===== src/rtl/fp_rec_norm.sv =====
// Three-stage fixed-point normaliser feeding the reciprocal core: sign/abs, leading-one, shift/exponent.
// Optional divide-by-zero flag port dz is built when REC_NORM_DZ_EN is defined.
module fp_rec_norm #(
   parameter int WI = 4,
   parameter int WF = 4
) (
   input  logic                        CLK,
   input  logic                        nRST,
   input  logic                        CE,
   input  logic                        din_valid,
   input  logic [WI+WF-1:0]            din,
   output logic                        dout_valid,
   output logic                        sign,
   output logic [WI+WF-1:0]            mant,
   output logic [$clog2(WI+WF)+1:0]    expo
`ifdef REC_NORM_DZ_EN
   ,
   output logic                        dz
`endif
);

   localparam int WL = WI + WF;
   localparam int EW = $clog2(WL) + 2;
   localparam int PW = ($clog2(WL) > 0) ? $clog2(WL) : 1;

   // stage 1: sign and magnitude
   logic          v1, s1;
   logic [WL-1:0] abs1;
   // stage 2: leading-one position
   logic          v2, s2, zero2;
   logic [WL-1:0] abs2;
   logic [PW-1:0] p2;

   logic [WL-1:0] abs_n;
   logic [PW-1:0] p_n;
   logic          zero_n;
   logic [PW-1:0] shamt;
   logic [WL-1:0] mant_n;
   logic [EW-1:0] expo_n;

   // the most negative input negates onto itself, which read unsigned is exactly 2^(WL-1)
   always_comb begin
      abs_n = din[WL-1] ? ('0 - din) : din;
   end

   always_comb begin
      p_n = '0;
      for (int unsigned i = 0; i < WL; i++) begin
         if (abs1[i]) p_n = PW'(i);
      end
      zero_n = (abs1 == '0);
   end

   always_comb begin
      shamt  = PW'(WL - 1) - p2;
      mant_n = zero2 ? '0 : (abs2 << shamt);
      expo_n = EW'(p2) - EW'(WF);
   end

   always_ff @(posedge CLK) begin
      if (!nRST) begin
         v1    <= 1'b0;
         s1    <= 1'b0;
         abs1  <= '0;
         v2    <= 1'b0;
         s2    <= 1'b0;
         zero2 <= 1'b0;
         abs2  <= '0;
         p2    <= '0;
      end else if (CE) begin
         v1    <= din_valid;
         s1    <= din[WL-1];
         abs1  <= abs_n;
         v2    <= v1;
         s2    <= s1;
         zero2 <= zero_n;
         abs2  <= abs1;
         p2    <= p_n;
      end
   end

   always_ff @(posedge CLK) begin
      if (!nRST) begin
         dout_valid <= 1'b0;
         sign       <= 1'b0;
         mant       <= '0;
         expo       <= '0;
      end else if (CE) begin
         dout_valid <= v2;
         sign       <= s2;
         mant       <= mant_n;
         expo       <= expo_n;
      end
   end

`ifdef REC_NORM_DZ_EN
   always_ff @(posedge CLK) begin
      if (!nRST)   dz <= 1'b0;
      else if (CE) dz <= v2 & zero2;
   end
`endif

endmodule


===== config.mk =====
export PLATFORM = sky130hd
export DESIGN_NAME = fp_rec_norm
export DESIGN_NICKNAME = d
export VERILOG_FILES = /design/src/rtl/fp_rec_norm.sv
export SDC_FILE = /design/constraint.sdc
export NUM_CORES = 1
export LEC_CHECK = 0
export BUFFER_PORTS_ARGS = -buffer_cell sky130_fd_sc_hd__buf_2
export CAP_MARGIN = 20
export CORE_UTILIZATION = 50
export DETAILED_ROUTE_END_ITERATION = 6
export PLACE_DENSITY = 0.86
export SLEW_MARGIN = 5
export SYNTH_ARGS = -nofsm -noshare
export SYNTH_HDL_FRONTEND = slang
export SYNTH_SLANG_ARGS = --single-unit

===== constraint.sdc =====
create_clock -name CLK -period 1.6 [get_ports CLK]
set_input_delay 0 -clock CLK [delete_from_list [all_inputs] [get_ports CLK]]
set_output_delay 0 -clock CLK [all_outputs]
set_load 0.02 [all_outputs]

==> summary.txt <==
Power and ir drop
  • Max VDD drop: 0.0005078 V
  • Clk pwr share: 0.271
  • Gate power share: 0.159
  • Cell internal pwr: 1.265 mW
  • Sw Pwr: 0.4869 mW
  • Leakage: 0.8775 nW
  • Sw frac: 0.2780
  • PwrDens: 837.8 nW/um2
  • Seq pwr share: 0.571

Synthesis
  • Synthesized Nets: 199
  • Mapped Cells: 186
  • Post-synthesis mux area share: 0.1789
  • Netlist cell types: 41
  • Number of synthesized register bits: 37
  • Seq/Total Area, Yosys: 0.4169
  • Synth Area in Adders: 0.007042
  • Share of flip-flops with an asynchronous set or reset: 0
  • Synth Area in Compound Gates: 0.1493
  • Simple-gate share of the synthesized area: 0.1725
  • Main combinational cell family by area after synthesis: multiplexers
  • Yosys warns: 0
  • Synth Area in XOR/XNOR: 0.01479
  • Synth Area per Inst: 9.552 um2
  • Number of synthesized flops with an enable pin: 0
  • Mapped Area: 1777 um2
  • Ys flop type: dfxtp_1

Worst setup path
  • Delay-heaviest family, CP: multiplexers
  • CP arrival: 1.82 ns
  • Critical Path RT: 1.85 ns
  • Crit path largest cell delay: 0.55 ns
  • Number of buffers and inverters on the critical path: 0
  • R2r startpoint: p2[1]
  • R2R cell count: 3
  • R2R Path End: mant[7]
  • Critical Path End Type: register
  • Crit-path cells: mux4_1, mux2_2, a32o_1
  • Setup CP Type: reg2reg
  • CP Launch Type: register
  • Crit Path Max Fanout: 5
  • Slowest cell on crit path: mux4_1
  • Worst R2R Setup Slack: 0.03 ns

Finish
  • Synth-to-layout area growth: 17.68%
  • Filler cells: 314
  • Final cell count without fillers: 267
  • Share of post-route cells with drive strength above 1: 0.2127
  • Footprint of the multi-input gates: 932.1 um2
  • Sequential cell area: 744.5 um2
  • # diodes: 0
  • Final core utilization: 0.6217
  • Layout net count: 233

Detailed routing
  • Routed WL: 3.507 mm
  • Wirelength per Cell: 13.13 um
  • DR vias/cell: 5.367
  • DRC: 0
  • Detail Route Antenna Nets: 0
  • Iter 0 DRT Violations: 73
  • 1st-pass router iterations: 4
  • Via count: 1433

CTS
  • Worst-Skew Late Latency: 0.35 ns
  • CTS tree: built
  • Cts bufs inserted: 5
  • Clk buf depth: 2
  • Clock slew at reported path FFs: 0.11 ns
  • Clock sink total: 37
  • Post-CTS setup buffers: 0
  • Root buffer cell: clkbuf_4
  • H-tree depth: 2

Timing
  • Final count of negative-setup-slack endpoints: 0
  • Min Clock Period, post-route: 1.566 ns
  • Worst hold slack: 0.04359 ns
  • Final setup TNS: 0 ns
  • Final Slew Violations: 0
  • Worst Tran Pin Value: 0.5422 ns
  • RSZ-0062 raised after global routing: no
  • Worst Skew: 0.008725 ns
  • Top achievable clock speed: 638.6 MHz
  • Slew margin rel.: 0.6385
  • Count of final hold-check violations: 0
  • Tcrit/Tclk final: 0.9787

Min path
  • Hold Path End: s1
  • Worst min path class: in2reg
  • HP Start: CE
  • WHS Path Cells: 3

Floorplan
  • DIE AREA: 3796 um2
  • Chip width: 61.61 um
  • Std-Cell Rows: 21
  • Die Ht: 61.61 um
  • I/O Pins: 27
  • Core box area: 3363 um2
  • Initial core utilization: 0.5283

Global route
  • Largest net degree at the start of global routing: 41
  • Global route total overflow: 0
  • First-pass GRT wire length: 5.885 mm
  • Antenna violations before repair: 0
  • GRT Util Overall: 0.2158
  • Vias in the first global route: 1343

Status
  • Run status: finished, final reports clean

Place
  • Gpl congestion: 0.8674
  • Placed Cells: 252
  • HPWL Detailed: 2.446 mm
  • PortBufs: 26

Run
  • Max_cap viols: 0
[cell usage after synthesis, drive strengths merged, types with 2 or more instances]
cell,number,area share
a21boi,2,0.0084
a21oi,7,0.020
a31oi,5,0.018
a32o,2,0.011
and2,3,0.011
buf,8,0.025
clkbuf,7,0.015
dfxtp,37,0.42
inv,10,0.021
mux2,2,0.013
mux2i,22,0.12
mux4,3,0.042
nand2,5,0.011
nand2b,3,0.011
nand3,2,0.0056
nand3b,2,0.0084
nand4b,2,0.0099
nor2,6,0.013
nor2b,21,0.074
o211a,2,0.011
o211ai,2,0.0084
o21a,2,0.0084
o21ai,11,0.031
o22ai,3,0.011
o32ai,2,0.0099
or3,2,0.0070
xor2,2,0.0099
[cell families after synthesis]
kind of cell / after synthesis
AOI/OAI and AO/OA: 41
xor gates and xnor gates: 3
adders and majority gates: 1
buffers and inverters: 25
DFF: 37
muxes: 27
and+or+nand+nor: 52
[worst max path at each step]
stage               slack (ns)  cells after the start  startpoint      end
global route             0.005                      3       p2[1]  mant[7]
finish                    0.03                      3       p2[1]  mant[7]
CTS                       0.03                      3       p2[1]  mant[7]
floorplan                 0.08                      5       p2[1]  mant[6]
detailed placement      -0.004                      3       p2[1]  mant[7]
global placement          0.03                      3       p2[1]  mant[7]
[metal layers]
metal  GRT usage  vias to the layer above  routed length, um
met4     0.07302                        0                 42
met1      0.2539                      670               1616
li1            -                      726                  -
met2      0.3702                       32               1726
met5           0                        -                  0
met3     0.06933                        5                122
[cells in the final DEF (no fill, tap or decap), types with 3 or more instances in the layout]
cell type,Yosys,layout
dlygate4sd3_1,0,7
and2_1,3,3
nor2_1,6,6
mux2i_1,22,22
a31oi_1,5,5
clkbuf_4,0,5
buf_4,2,9
o21ai_0,11,11
dfxtp_1,37,36
nand2b_1,3,3
inv_1,10,10
o22ai_1,3,3
nand2_1,5,5
buf_2,5,26
a21oi_1,7,6
nor2b_1,21,21
[final cells by class]
cell class | count | area share
Inverter | 10 | 0.01795
Clock buffer | 6 | 0.01975
Clock inverter | 2 | 0.004788
Multi-Input combinational cell | 124 | 0.4458
Sequential cell | 37 | 0.3561
Timing Repair Buffer | 42 | 0.1281
Tap cell | 46 | 0.02753
[flip-flops by register name, indices dropped and copies added, names as in the netlist, 3 cells and up]
signal,flops
mant,8
abs2,8
expo,3
abs1,8
p2,3
[power by group through the flow]
stage                     Combinational (mW)  Sequential, mW  Clock, mW
after floorplan                        0.184            1.02          0
after global routing                   0.310            1.01      0.530
after detailed placement               0.263            1.02          0
final                                  0.278            1.00      0.474
after CTS                              0.277            1.00      0.484
after global placement                 0.257            1.02          0
[worst min-delay path, cell delays in order]
cell and delay (ns):
buf_2 0.18, nand2_1 0.09, a21boi_0 0.07
[what timing repair did]
item	4_1_cts	5_1_grt
hold endpoints to repair	7	0
gates cloned	0	0
endpoints found under the setup margin	2	2
hold buffers	7	0
gates resized for setup	1	2
[stage by stage]
stage | setup WS (ns) | total power, mW | area, um2
after detailed placement | -0.004204 | 1.284 | 1962
after global routing | 0.004997 | 1.847 | 2091
after global placement | 0.03420 | 1.275 | 1962
after CTS | 0.03269 | 1.761 | 2085
final | 0.03402 | 1.752 | 2091
after floorplan | 0.08122 | 1.203 | 1777
Note: power is estimated with default switching activity, not from simulation.
